**config.mk**
```make
export PLATFORM = sky130hd
export DESIGN_NAME = bd_line_decompressor
export DESIGN_NICKNAME = d
export VERILOG_FILES = /design/src/rtl/bd_line_decompressor.sv
export SDC_FILE = /design/constraint.sdc
export NUM_CORES = 2
export LEC_CHECK = 0
export CORE_AREA = 2 2 456 458
export CTS_CLUSTER_SIZE = 40
export DETAILED_ROUTE_END_ITERATION = 6
export DIE_AREA = 0 0 458 460
export SLEW_MARGIN = 25
export SYNTH_ARGS = -nofsm -noshare
export SYNTH_HDL_FRONTEND = slang
export SYNTH_SLANG_ARGS = --single-unit
```
**constraint.sdc**
```tcl
create_clock -name clk -period 7.2 [get_ports clk]
set_input_delay 0.72 -clock clk [delete_from_list [all_inputs] [get_ports clk]]
set_output_delay 0.72 -clock clk [all_outputs]
set_load 0.01 [all_outputs]
```
**src/rtl/bd_line_decompressor.sv**
```systemverilog
// Expands one stored compressed cache line into eight 64-bit words, one word per cycle,
// then holds the result until the consumer takes it.
module bd_line_decompressor #(
    parameter int LINE_W = 644,
    parameter int DATA_W = 512
) (
    input  logic              clk,
    input  logic              reset,
    input  logic              in_valid,
    output logic              in_ready,
    input  logic [LINE_W-1:0] in_line,
    output logic              out_valid,
    input  logic              out_ready,
    output logic [DATA_W-1:0] out_data,
    output logic [3:0]        out_addr,
    output logic              out_hit,
    output logic              out_err
);
    localparam int PAY_W = LINE_W - 8;

    typedef enum logic [1:0] {IDLE, EXPAND, DONE} state_t;

    state_t           state, state_nxt;
    logic [2:0]       cnt;
    logic [2:0]       enc;
    logic [PAY_W-1:0] payload;
    logic [63:0]      base, word;
    logic [7:0]       d8;
    logic [15:0]      d16;
    logic [31:0]      d32;
    logic             accept, last;

    assign accept    = (state == IDLE) && in_valid;
    assign last      = (state == EXPAND) && (cnt == 3'd7);
    assign in_ready  = (state == IDLE);
    assign out_valid = (state == DONE);

    always_ff @(posedge clk or negedge reset) begin
        if (!reset) state <= IDLE;
        else        state <= state_nxt;
    end

    always_comb begin
        state_nxt = state;
        case (state)
            IDLE:    if (in_valid)  state_nxt = EXPAND;
            EXPAND:  if (cnt == 3'd7) state_nxt = DONE;
            DONE:    if (out_ready) state_nxt = IDLE;
            default: state_nxt = IDLE;
        endcase
    end

    // Word cnt of the captured line; deltas are packed after the 64-bit base.
    always_comb begin
        base = payload[63:0];
        d8   = payload[64 + 8*int'(cnt)  +: 8];
        d16  = payload[64 + 16*int'(cnt) +: 16];
        d32  = payload[64 + 32*int'(cnt) +: 32];
        word = '0;
        case (enc)
            3'b000:  word = payload[64*int'(cnt) +: 64];
            3'b001:  word = '0;
            3'b010:  word = base;
            3'b011:  word = base + {{56{d8[7]}},   d8};
            3'b100:  word = base + {{48{d16[15]}}, d16};
            3'b101:  word = base + {{32{d32[31]}}, d32};
            default: word = '0;
        endcase
    end

    always_ff @(posedge clk or negedge reset) begin
        if (!reset) begin
            cnt      <= '0;
            enc      <= '0;
            payload  <= '0;
            out_data <= '0;
            out_addr <= '0;
            out_hit  <= 1'b0;
            out_err  <= 1'b0;
        end else if (accept) begin
            cnt      <= '0;
            enc      <= in_line[LINE_W-6 -: 3];
            payload  <= in_line[PAY_W-1:0];
            out_addr <= in_line[LINE_W-2 -: 4];
            out_hit  <= in_line[LINE_W-1];
            out_err  <= 1'b0;
        end else if (state == EXPAND) begin
            out_data[64*int'(cnt) +: 64] <= word;
            cnt <= cnt + 3'd1;
            // Reserved encodings still run the full 8 cycles and flag only on completion.
            if (last) out_err <= (enc[2:1] == 2'b11);
        end
    end
endmodule

```
==> results.cfg <==
[power_and_ir_drop]
p_switching_mw = 22.8
p_int_mw = 21.1
switching_share_pct = 51.9
clock_power_share_pct = 14.8
p_per_area_nw_per_um2 = 631
p_leak_nw = 31.2
combPwrFrac_pct = 59.1
ir_drop_mv = 0.371
finalPower_mw = 43.9
pwr-share-seq_pct = 26.1

[sta]
max_freq_mhz = 156
finalHoldViolations = 0
fin_crit_ns = 6.41
slew_viol_final = 0
timing.final.crit_share_pct = 89.0
rsz0062_at_grt = no
fin_setup_tns_ns = 0
tightest_slew_ns = 1.19
clock_skew_ns = 0.114
whs_ns = 0.461
setup_violations = 0
slew_headroom_pct = 20.0

[setup_path]
crit_top_cell = nor2_1
critPathMaxFanout = 38
cpPeakStageDelay_ns = 0.90
path_delay_family = compound AO/OA/AOI/OAI gates
cp_num_cells = 17
endpoint_kind = flip-flop
startpoint_type = flip-flop
critPathSlowestCell = dfrtp_4
path_buf_inv = 2
path_cells = buf_12 -> mux4_2 -> mux4_2 -> nor2_1 -> nor2_1 -> ha_1 -> a21oi_1 -> o21ai_0 -> nor2_1 -> a211oi_1 -> buf_4 -> or3_1 -> a21oi_1 -> o211ai_1 -> xnor2_1 -> o21ai_2 -> mux2_2
worst_r2r_path_depth = 17
cp.arrival_ns = 7.10
crit_type = flip-flop to flip-flop
critPathRequiredTime_ns = 7.89

[clocking]
cts_buffer_depth = 3
cts_setup_buffers = 0
cts.clk_slew.worst_paths_ns = 0.06
worst_skew_pair.late_latency_ns = 0.81
ctsResizeCount = 0
cts.sinks = 1038
postCtsHoldBufs = 1
tritoncts = built
cts_buffers = 115
clock-root-buffer = clkbuf_16
cts_max_level = 3

[final_layout]
drive_above_1_share_pct = 11.5
finalNonFillerCells = 9126
n_fill_cell = 21100
final_cell_mix = 2264 x nand2_1, 1042 x clkdlybuf4s50_1, 1034 x dfrtp_1, 253 x o21ai_0, 241 x mux4_2
fin_util_pct = 33.7
fin_nets = 7009
layout_commonest_cell = nand2_1
area_delta_synth_final_pct = 36.5

[grt]
overflow = 0
grt_usage_pct = 25.9
grt_first_pass_wirelength_mm = 381
grt_pass1_vias = 45700
grt_max_degree = 221
antenna_found_initial = 82

[floorplan]
die_x_um = 458
num_rows = 167
num_io_pins = 1168
core_um2 = 206000
initial_utilization_pct = 24.7
die_area_um2 = 211000
fp.dieH_um = 460

[logic_synthesis]
synth.cell_area_um2 = 50900
synth_top_area_share_pct = 51.0
syn_nets = 6053
synth-main-ff-cell = dfrtp_1
synth_edf_count = 0
synth_top_area_cell = dfrtp_1
async_flop_share_pct = 100
synth_seq_cells = 1038
seq_area_frac_synth_pct = 51.0
syn-mean-instance-area_um2 = 9.57
yosysWarnings = 0
syn_inst = 5326
synth.distinct_cells = 88
synth_area_leaders = dfrtp_1 51%, nand2_1 17%, mux4_2 11%, o21ai_0 2.5%, clkbuf_1 2.2%

[hold_path]
hold_depth = 3
hp-class = primary input to flip-flop

[placement]
port_buffers = 1043
dp_hpwl_mm = 220
gp_congestion = 0.975
placedCellCount = 8865

[drt]
first_pass_iters = 7
wl_per_cell_um = 30.7
viasPerCell = 5.12
dr_total_vias = 46700
dr.first_iter.drc_count = 4913
drc = 0
wl_mm = 280
antenna_left = 0

[run_status]
status = complete, no violations

[run]
cap_violations = 0
[cell type report]
class | count | area, um2 | share of cell area [%]
multi-input combinational | 3888 | 23800 | 34.2
timing repair buffer | 1211 | 11900 | 17.2
sequential | 1038 | 26000 | 37.4
inverter | 28 | 106 | 0.153
clock buffer | 164 | 3350 | 4.82
tap | 2704 | 3380 | 4.87
antenna | 40 | 100 | 0.144
clock inverter | 53 | 863 | 1.24
[per-stage QoR]
| stage | cell area, um2 | setup slack, ns |
|---|---|---|
| 6_report | 69500 | 0.791 |
| 4_1_cts | 69300 | 0.735 |
| 5_1_grt | 69500 | 0.560 |
| 2_1_floorplan | 50900 | 1.60 |
| 3_5_place_dp | 65100 | 0.775 |
| 3_3_place_gp | 65100 | 0.767 |
[kinds of logic (layout without fill, tap and decap cells)]
kind of cell / after synthesis / in the layout / synth area share, %
flip-flops: 1038 / 1038 / 51.0
XOR/XNOR: 55 / 55 / 0.946
adder cells (fa/ha/maj): 79 / 79 / 1.95
AO/OA/AOI/OAI: 815 / 815 / 10.8
other: 0 / 40 / 0
AND/OR/NAND/NOR: 2642 / 2642 / 20.4
buffers and inverters: 400 / 1456 / 3.07
multiplexers: 297 / 297 / 11.9
[final timing paths]
| kind | slack [ns] | to | startpoint |
|---|---|---|---|
| max in group asynchronous | 4.89 | out_data[411] | reset |
| hold reg to reg | 0.47 | payload[417] | payload[417] |
| min in group asynchronous | 0.52 | payload[435] | reset |
| setup reg to reg | 0.79 | out_data[59] | cnt[0] |
| setup / recovery | 0.79 | out_data[59] | cnt[0] |
| hold / removal | 0.46 | payload[332] | in_line[332] |
[sequential cells by signal, indices dropped and copies added, names as in the netlist]
name and count:
out_data 512, out_err 1, out_addr 4, payload 512, cnt 3, enc 3, out_hit 1, state 2
[cell usage after synthesis (7+ instances only)]
| library cell | n |
|---|---|
| a21oi_1 | 123 |
| mux2i_1 | 17 |
| inv_1 | 27 |
| nand2_1 | 2273 |
| mux2_2 | 38 |
| a222oi_1 | 29 |
| buf_1 | 29 |
| mux4_2 | 241 |
| o211ai_1 | 25 |
| nand2b_1 | 28 |
| o21a_1 | 10 |
| buf_2 | 49 |
| a21o_1 | 26 |
| nand3_1 | 19 |
| o21bai_1 | 15 |
| xnor2_1 | 37 |
| dfrtp_1 | 1038 |
| nor2b_1 | 7 |
| nand4_1 | 28 |
| nor4_1 | 7 |
| and3_1 | 15 |
| o31ai_1 | 146 |
| ha_1 | 78 |
| a211oi_1 | 8 |
| a31oi_1 | 12 |
| nor3_1 | 41 |
| nor2_1 | 179 |
| a221oi_1 | 21 |
| a221o_1 | 7 |
| and2_1 | 15 |
| a22o_1 | 56 |
| xor2_1 | 18 |
| o21ai_0 | 253 |
| o21ai_1 | 20 |
| clkbuf_1 | 293 |
[worst register-to-register path: cells and delay by family, from the launching register on]
| family | cells | cell delay [ns] |
|---|---|---|
| AO/OA/AOI/OAI | 6 | 2.16 |
| adder cells (fa/ha/maj) | 1 | 0.34 |
| flip-flops | 1 | 0.90 |
| buffers and inverters | 2 | 0.56 |
| XOR/XNOR | 1 | 0.16 |
| multiplexers | 3 | 1.40 |
| AND/OR/NAND/NOR | 4 | 0.81 |
[routing by layer]
metal  vias up  part of all wire, %  GRT usage (%)
li1      20200                    -              -
met1     23500                   39           32.0
met2      2487                   47           42.4
met3       534                  8.1           5.80
met4        24                  5.9           13.4
met5         -                0.059              0
[power groups by stage]
stage          clock network [mW]  logic, mW  registers [mW]
6_report                     6.49       25.9            11.5
5_1_grt                      6.84       27.5            11.5
4_1_cts                      6.63       25.9            11.4
3_5_place_dp                    0       25.9            11.5
3_3_place_gp                    0       25.7            11.4
2_1_floorplan                   0       12.7            9.87
(Power assumes the default switching activity.)
